$ cat config.mk
export PLATFORM = sky130hd
export DESIGN_NAME = instr_fetch_flat
export DESIGN_NICKNAME = d
export VERILOG_FILES = /design/src/rtl/instr_fetch_if.sv /design/src/rtl/instr_fetch.sv /design/src/flat_wrapper.sv
export SDC_FILE = /design/constraint.sdc
export NUM_CORES = 1
export LEC_CHECK = 0
export CAP_MARGIN = 20
export CORE_MARGIN = 8
export CORE_UTILIZATION = 48
export DETAILED_ROUTE_END_ITERATION = 6
export MAX_ROUTING_LAYER = met4
export PLACE_DENSITY = 0.95
export RECOVER_POWER = 100
export SYNTH_ARGS = -nofsm -noshare
export SYNTH_HDL_FRONTEND = slang
export SYNTH_SLANG_ARGS = --single-unit
$ cat constraint.sdc
create_clock -name clk -period 4.6 [get_ports clk]
set_clock_uncertainty 0.15 [all_clocks]
set_input_delay 0.92 -clock clk [delete_from_list [all_inputs] [get_ports clk]]
set_output_delay 0.92 -clock clk [all_outputs]
set_load 0.03 [all_outputs]
$ cat src/rtl/instr_fetch_if.sv
// Fetch-stage bus: program-memory port, decode valid/ready handshake and
// the PC redirect input from branch/jump resolution.
interface instr_fetch_if #(
  parameter int ADDR_W = 5,
  parameter int DATA_W = 16
);
  logic [ADDR_W-1:0] pmem_addr;
  logic [DATA_W-1:0] pmem_data;
  logic              out_valid;
  logic              out_ready;
  logic [DATA_W-1:0] out_instr;
  logic [DATA_W-1:0] out_imm;
  logic [ADDR_W-1:0] out_pc;
  logic              redirect_valid;
  logic [ADDR_W-1:0] redirect_addr;

  // fetch stage side
  modport master (
    output pmem_addr,
    input  pmem_data,
    output out_valid,
    input  out_ready,
    output out_instr,
    output out_imm,
    output out_pc,
    input  redirect_valid,
    input  redirect_addr
  );

  // memory / decode / branch side
  modport slave (
    input  pmem_addr,
    output pmem_data,
    input  out_valid,
    output out_ready,
    input  out_instr,
    input  out_imm,
    input  out_pc,
    output redirect_valid,
    output redirect_addr
  );
endinterface

$ cat src/rtl/instr_fetch.sv
// Instruction fetch: walks the PC through a combinational program memory,
// assembles one- or two-word instructions and hands them to decode over
// valid/ready. Redirects win in every state; the halt word parks the stage.
module instr_fetch #(
  parameter int                 ADDR_W    = 5,
  parameter int                 DATA_W    = 16,
  parameter logic [DATA_W-1:0]  HALT_WORD = {DATA_W{1'b1}}
) (
  input  logic              clk,
  input  logic              rst_n,
  instr_fetch_if.master     bus,
  output logic              halted
);

  typedef enum logic [1:0] {
    S_FETCH     = 2'd0,
    S_FETCH_IMM = 2'd1,
    S_HOLD      = 2'd2,
    S_HALTED    = 2'd3
  } state_t;

  // opcodes that carry a trailing data word
  localparam logic [3:0] OP_LDI  = 4'b0000;
  localparam logic [3:0] OP_SUBI = 4'b1001;

  state_t            r_state,  w_state_nxt;
  logic [ADDR_W-1:0] r_pc,     w_pc_nxt;
  logic [DATA_W-1:0] r_instr,  w_instr_nxt;
  logic [DATA_W-1:0] r_imm,    w_imm_nxt;
  logic [ADDR_W-1:0] r_opc,    w_opc_nxt;

  logic [ADDR_W-1:0] w_pc_inc;
  logic [3:0]        w_opcode;
  logic              w_two_word;
  logic              w_is_halt;

  // PC wraps naturally at 2^ADDR_W
  assign w_pc_inc   = r_pc + ADDR_W'(1);
  assign w_opcode   = bus.pmem_data[DATA_W-1 -: 4];
  assign w_two_word = (w_opcode == OP_LDI) || (w_opcode == OP_SUBI);
  assign w_is_halt  = (bus.pmem_data == HALT_WORD);

  // next-state and next-datapath values; redirect overrides everything
  always_comb begin
    w_state_nxt = r_state;
    w_pc_nxt    = r_pc;
    w_instr_nxt = r_instr;
    w_imm_nxt   = r_imm;
    w_opc_nxt   = r_opc;
    if (bus.redirect_valid) begin
      // a bundle in HOLD accepted this same cycle already counts as
      // transferred; anything else in flight is simply dropped
      w_state_nxt = S_FETCH;
      w_pc_nxt    = bus.redirect_addr;
    end else begin
      case (r_state)
        S_FETCH: begin
          w_instr_nxt = bus.pmem_data;
          w_opc_nxt   = r_pc;
          if (w_is_halt) begin
            // PC stays on the halt word
            w_state_nxt = S_HALTED;
          end else if (w_two_word) begin
            w_pc_nxt    = w_pc_inc;
            w_state_nxt = S_FETCH_IMM;
          end else begin
            w_imm_nxt   = '0;
            w_pc_nxt    = w_pc_inc;
            w_state_nxt = S_HOLD;
          end
        end
        S_FETCH_IMM: begin
          w_imm_nxt   = bus.pmem_data;
          w_pc_nxt    = w_pc_inc;
          w_state_nxt = S_HOLD;
        end
        S_HOLD: begin
          if (bus.out_ready) w_state_nxt = S_FETCH;
        end
        S_HALTED: begin
          w_state_nxt = S_HALTED;
        end
        default: begin
          w_state_nxt = S_FETCH;
        end
      endcase
    end
  end

  // state, PC and output bundle registers with synchronous reset
  always_ff @(posedge clk) begin
    if (!rst_n) begin
      r_state <= S_FETCH;
      r_pc    <= '0;
      r_instr <= '0;
      r_imm   <= '0;
      r_opc   <= '0;
    end else begin
      r_state <= w_state_nxt;
      r_pc    <= w_pc_nxt;
      r_instr <= w_instr_nxt;
      r_imm   <= w_imm_nxt;
      r_opc   <= w_opc_nxt;
    end
  end

  // valid only once a bundle is fully assembled
  assign bus.pmem_addr = r_pc;
  assign bus.out_valid = (r_state == S_HOLD);
  assign bus.out_instr = r_instr;
  assign bus.out_imm   = r_imm;
  assign bus.out_pc    = r_opc;
  assign halted        = (r_state == S_HALTED);

endmodule

$ cat src/flat_wrapper.sv
// flat-port wrapper written by rule: the top's interface ports become plain ports
module instr_fetch_flat 
#(
  parameter int                 ADDR_W    = 5,
  parameter int                 DATA_W    = 16,
  parameter logic [DATA_W-1:0]  HALT_WORD = {DATA_W{1'b1}}
)
  (clk, rst_n, halted, bus_pmem_addr, bus_pmem_data, bus_out_valid, bus_out_ready, bus_out_instr, bus_out_imm, bus_out_pc, bus_redirect_valid, bus_redirect_addr);
  instr_fetch_if #(.ADDR_W(ADDR_W), .DATA_W(DATA_W)) bus_i ();
  input  logic clk;
  input  logic rst_n;
  output logic halted;
  output wire logic [$bits(bus_i.pmem_addr)-1:0] bus_pmem_addr;
  input wire logic [$bits(bus_i.pmem_data)-1:0] bus_pmem_data;
  output wire logic [$bits(bus_i.out_valid)-1:0] bus_out_valid;
  input wire logic [$bits(bus_i.out_ready)-1:0] bus_out_ready;
  output wire logic [$bits(bus_i.out_instr)-1:0] bus_out_instr;
  output wire logic [$bits(bus_i.out_imm)-1:0] bus_out_imm;
  output wire logic [$bits(bus_i.out_pc)-1:0] bus_out_pc;
  input wire logic [$bits(bus_i.redirect_valid)-1:0] bus_redirect_valid;
  input wire logic [$bits(bus_i.redirect_addr)-1:0] bus_redirect_addr;
  assign bus_pmem_addr = bus_i.pmem_addr;
  assign bus_i.pmem_data = bus_pmem_data;
  assign bus_out_valid = bus_i.out_valid;
  assign bus_i.out_ready = bus_out_ready;
  assign bus_out_instr = bus_i.out_instr;
  assign bus_out_imm = bus_i.out_imm;
  assign bus_out_pc = bus_i.out_pc;
  assign bus_i.redirect_valid = bus_redirect_valid;
  assign bus_i.redirect_addr = bus_redirect_addr;
  instr_fetch #(.ADDR_W(ADDR_W), .DATA_W(DATA_W), .HALT_WORD(HALT_WORD)) u_core (.clk(clk), .rst_n(rst_n), .bus(bus_i), .halted(halted));
endmodule
**After elaboration in Yosys (flattened, before gate mapping)**

Index checks and enable logic that the tools add are counted.

- Latch bits: 0
- Memory bits (read-only): 0
- Bits in writable memories: 0
- Output and inout bits: 44
- Memories kept: 0
- Flip-flop bits (word level): 44
- Logic and storage cells: 36
- Input bits: 25

- $add $sub $neg: 1
- Equal/unequal tests: 9
- Order comparisons: 0
- Multiply operators: 0
- Shift-type cells: 0
- Muxes and demuxes: 10
- Reductions and logical operators: 9
- Bitwise operators: 2
- Divide/modulo/power cells: 0

Operators with widths:

| kind | number |
|---|---|
| $mux W16 | 2 |
| $pmux W16 S2 | 1 |
| $eq A16 B16 Y1 const B | 1 |
| $mux W5 | 2 |
| $pmux W5 S2 | 1 |
| $pmux W2 S4 | 1 |
| $mux W2 | 3 |
| $add A5 B1 Y5 const B | 1 |
| $eq A2 B2 Y1 const B | 2 |
| $eq A4 B4 Y1 const B | 1 |
| $logic_not A4 Y1 | 1 |
| $ne A2 B2 Y1 const B | 2 |
| $reduce_and A2 Y1 | 2 |
| $reduce_and A4 Y1 | 1 |
| $ne A3 B3 Y1 const B | 1 |
| $reduce_bool A3 Y1 | 1 |
| $eq A2 B1 Y1 const B | 1 |
| $logic_not A2 Y1 | 1 |
| $ne A2 B1 Y1 const B | 1 |
| $not A1 Y1 | 2 |
| $reduce_bool A2 Y1 | 1 |
| $reduce_or A2 Y1 | 1 |
| $logic_or A1 B1 Y1 | 1 |

**Depth between registers and ports, before layout**

- Depth after elaboration: 5
- Mapped depth: 6

**Worst setup path after synthesis**

OpenSTA, ideal clock, no wires.

- Kind: input port to flip-flop
- From: in bus_pmem_data[9]
- To: reg u_core.r_imm[10] (netlist: u_core.bus.out_imm[10])
- Stages: 5
- Arrival time: 2.133 ns
- Data required time: 4.378 ns
- Setup slack: 2.246 ns
- Path through: nand4_1 nor3_2 a2111oi_4 buf_6 mux2i_1

- Word-level cells in the longest chain between the ends: 3

RTL lines:

| what | line | RTL |
|---|---|---|
| from (decl) | flat_wrapper.sv:14 | `input wire logic [$bits(bus_i.pmem_data)-1:0] bus_pmem_data;` |
| $eq A16 B16 Y1 | instr_fetch.sv:41 | `assign w_is_halt = (bus.pmem_data == HALT_WORD);` |
| $ne A2 B2 Y1 (no line) | -- |  |
| $reduce_and A4 Y1 (no line) | -- |  |
| to (signal assigned) | instr_fetch.sv:102 | `r_imm <= w_imm_nxt;` |
| to (decl) | instr_fetch.sv:29 | `logic [DATA_W-1:0] r_imm, w_imm_nxt;` |

No other way between the ends.
A chain may end at the register's enable or synchronous reset.

**Worst setup path in the final report**

- From: in bus_pmem_data[13]
- To: reg u_core.r_imm[9] (netlist: u_core.bus.out_imm[9])

- Word-level cells in the longest chain between the ends: 4

RTL lines:

| what | line | RTL |
|---|---|---|
| $eq A4 B4 Y1 / $logic_not A4 Y1 (equally long branches) | instr_fetch.sv:40 | `assign w_two_word = (w_opcode == OP_LDI) \|\| (w_opcode == OP_SUBI);` |
| $logic_or A1 B1 Y1 | instr_fetch.sv:40 |  |
| $ne A2 B2 Y1 (no line) | -- |  |
| $reduce_and A4 Y1 (no line) (*) | -- |  |

Mark *: on every way between the ends. The rest lies on a longest branch, timed or not.

==> results.cfg <==
[timing]
relSlewSlack_pct = 26.3
setup_viol = 0
fin_crit_ps = 3440
hold_violations = 0
post-route-period-util_pct = 74.9
rsz0062_at_grt = false
slew_violations = 0
worst_slack_ps = 1160
setup_tns_ps = 0
worstMarginPinSlew_ps = 1110
max_freq_ghz = 0.290

[cts]
clk_pin_slew_ps = 80
postCtsSetupRepairBufs = 0
cts_buffers = 5
hold_buffers = 0
cts-resized-gates = 0
ctsRootBufferMaster = clkbuf_8
cts_max_path_buffers = 2
clk_latency_ps = 300
htree_levels = 2
cts_tree = done
cts_sinks = 44

[setup_path]
critPathLaunchType = input pin
arrival_ps = 3430
crit_path_end_kind = flip-flop
crit_path_max_fanout = 16
critPathKind = input pin to flip-flop
worst_ep_required_time_ps = 4590
worst-r2r-cell-count = 5

[grt]
grt_max_degree = 64
grt_pass1_wl_um = 8920
grt_pass1_vias = 1836
grt.total_usage_pct = 17.6
overflow = 0
antenna_found_initial = 0

[power]
peakVddDrop_mv = 0.181
p_per_area_mw_per_mm2 = 288
power_leakage_nw = 1.09

[detailed_routing]
routed_wl_um = 5540
met2_length_um = 2690
dr_total_vias = 1928
wl_met3_um = 536
ant_nets = 0
dr.pass1.iters = 6
post_drt_wl_per_cell_um = 16.0
vias_per_cell = 5.57
drtIter0Drc = 167
dr.max_layer_used = met4
drc = 0
route.layer.met1.wl_um = 2270

[floorplan]
placement_rows = 23
die-area_sq_mm = 0.00654
fp.dieH_um = 80.9
coreArea_sq_mm = 0.00403
chipWidth_um = 80.9
start_util_pct = 50.2
ios = 69

[synth]
yosysTopAreaCell = dfxtp_1
synth_top_area_share_pct = 43.6
async_flop_share_pct = 0
ys.flop_type = dfxtp_1
synth.top_cells.by_area = dfxtp_1 44%, nand2_1 11%, mux2i_1 7.9%, a21boi_0 7.8%, nand3_1 4.7%
syn_area_per_cell_sq_um = 8.60
synth.most_common_cell = nand2_1
syn_inst = 235
yosys_warnings = 0
syn-cell-area_sq_mm = 0.00202
ys_ff_latch = 44
syn-num-nets = 261
synth-edff-count = 0
ys_top_cells_by_count = 60 x nand2_1, 44 x dfxtp_1, 21 x a21boi_0
synth-seq-area-share_pct = 43.6
yosysUniqueCellTypes = 36

[finish]
synthToLayoutAreaGrowth_pct = 36.9
layout-drive-gt1-share_pct = 4.39
fin_nets = 321
design_area_sq_mm = 0.00277
multi_input_area_sq_mm = 0.00105
fillCellCount = 326
diodes = 0
seqCellArea_sq_um = 881

[placed_design]
globalplace.congestion = 0.791
place.port_buffers = 68
dp_hpwl_um = 4110
post-place-ws_ps = 1420
place_area_sq_mm = 0.00270

[status]
status = finished, final reports clean

[job]
cap_violations = 0

[hold_path]
hold_class = flip-flop to flip-flop
min_path_cells = 2
-- worst paths after layout --
kind	startpoint	endpoint	slack, ps
worst max-delay path	bus_pmem_data[13]	u_core.bus.out_imm[9]	1160
worst min-delay path	u_core.bus.out_imm[3]	u_core.bus.out_imm[3]	310
worst max register to register	u_core.r_state[0]	u_core.bus.out_imm[9]	1780
worst min register to register	u_core.bus.out_imm[3]	u_core.bus.out_imm[3]	310
-- cell usage in the layout (no fill, tap or decap), types with 2 or more instances in the layout --
master	count
a31oi_1	3
clkdlybuf4s50_1	21
mux2i_1	16
nand2_1	60
inv_1	2
nand2b_1	5
nor3_1	4
clkbuf_1	4
nor2_1	8
o311ai_0	2
a21boi_0	21
nor4_1	2
a211oi_1	2
nand3_1	19
dlygate4sd3_1	46
or3_1	2
clkbuf_8	5
dfxtp_1	44
and4_1	2
nand4_1	7
a2111oi_0	2
o21ai_0	2
-- worst max-delay path, cell delays in order --
cell and delay [ps]:
dlygate4sd3_1 710, nand4_1 160, nor3_1 730, a2111oi_4 150
clkbuf_1 490, mux2i_1 250
-- sequential cells by signal, indices dropped and copies added, names as in the netlist --
| name | cells |
|---|---|
| u_core.bus.out_instr | 16 |
| u_core.bus.pmem_addr | 5 |
| u_core.r_state | 2 |
| u_core.bus.out_imm | 16 |
| u_core.bus.out_pc | 5 |
-- final cells by class --
cell class,instances,share of cell area (%)
Multi-Input combinational cell,172,37.9
Sequential cell,44,31.8
Timing Repair Buffer,70,24.7
Clock buffer,7,2.76
Tap cell,50,2.26
Clock inverter,1,0.316
Inverter,2,0.271
-- through the flow --
step | power (W) | hold slack, ps | instances | util, %
2_1_floorplan | 0.000506 | 433 | 235 | -
3_3_place_gp | 0.000573 | 293 | 338 | 66.9
3_5_place_dp | 0.000576 | 301 | 338 | 66.9
4_1_cts | 0.000806 | 312 | 346 | 69.0
5_1_grt | 0.000827 | 332 | 346 | 68.7
6_report | 0.000798 | 310 | 346 | 68.7
-- metal layers --
layer  global-route usage (%)  vias to the layer above
met2                     28.3                       95
met1                     21.1                      881
li1                         -                      942
met5                        -                        -
met3                     5.41                       10
met4                     4.29                        0
-- kinds of logic after synthesis --
group / after synthesis / share of synthesized area, %
AOI/OAI and AO/OA: 34 / 13.6
xor gates and xnor gates: 1 / 0.433
adders and majority gates: 1 / 0.619
buffers and inverters: 19 / 4.27
DFF: 44 / 43.6
muxes: 16 / 7.92
and+or+nand+nor: 120 / 29.6
-- power breakdown --
part | internal, W | switching, W
combinational | 0.0000617 | 0.0000893
clock | 0.000108 | 0.000129
sequential | 0.000396 | 0.0000131
total | 0.000566 | 0.000231
Note: power is estimated with default switching activity, not from simulation.
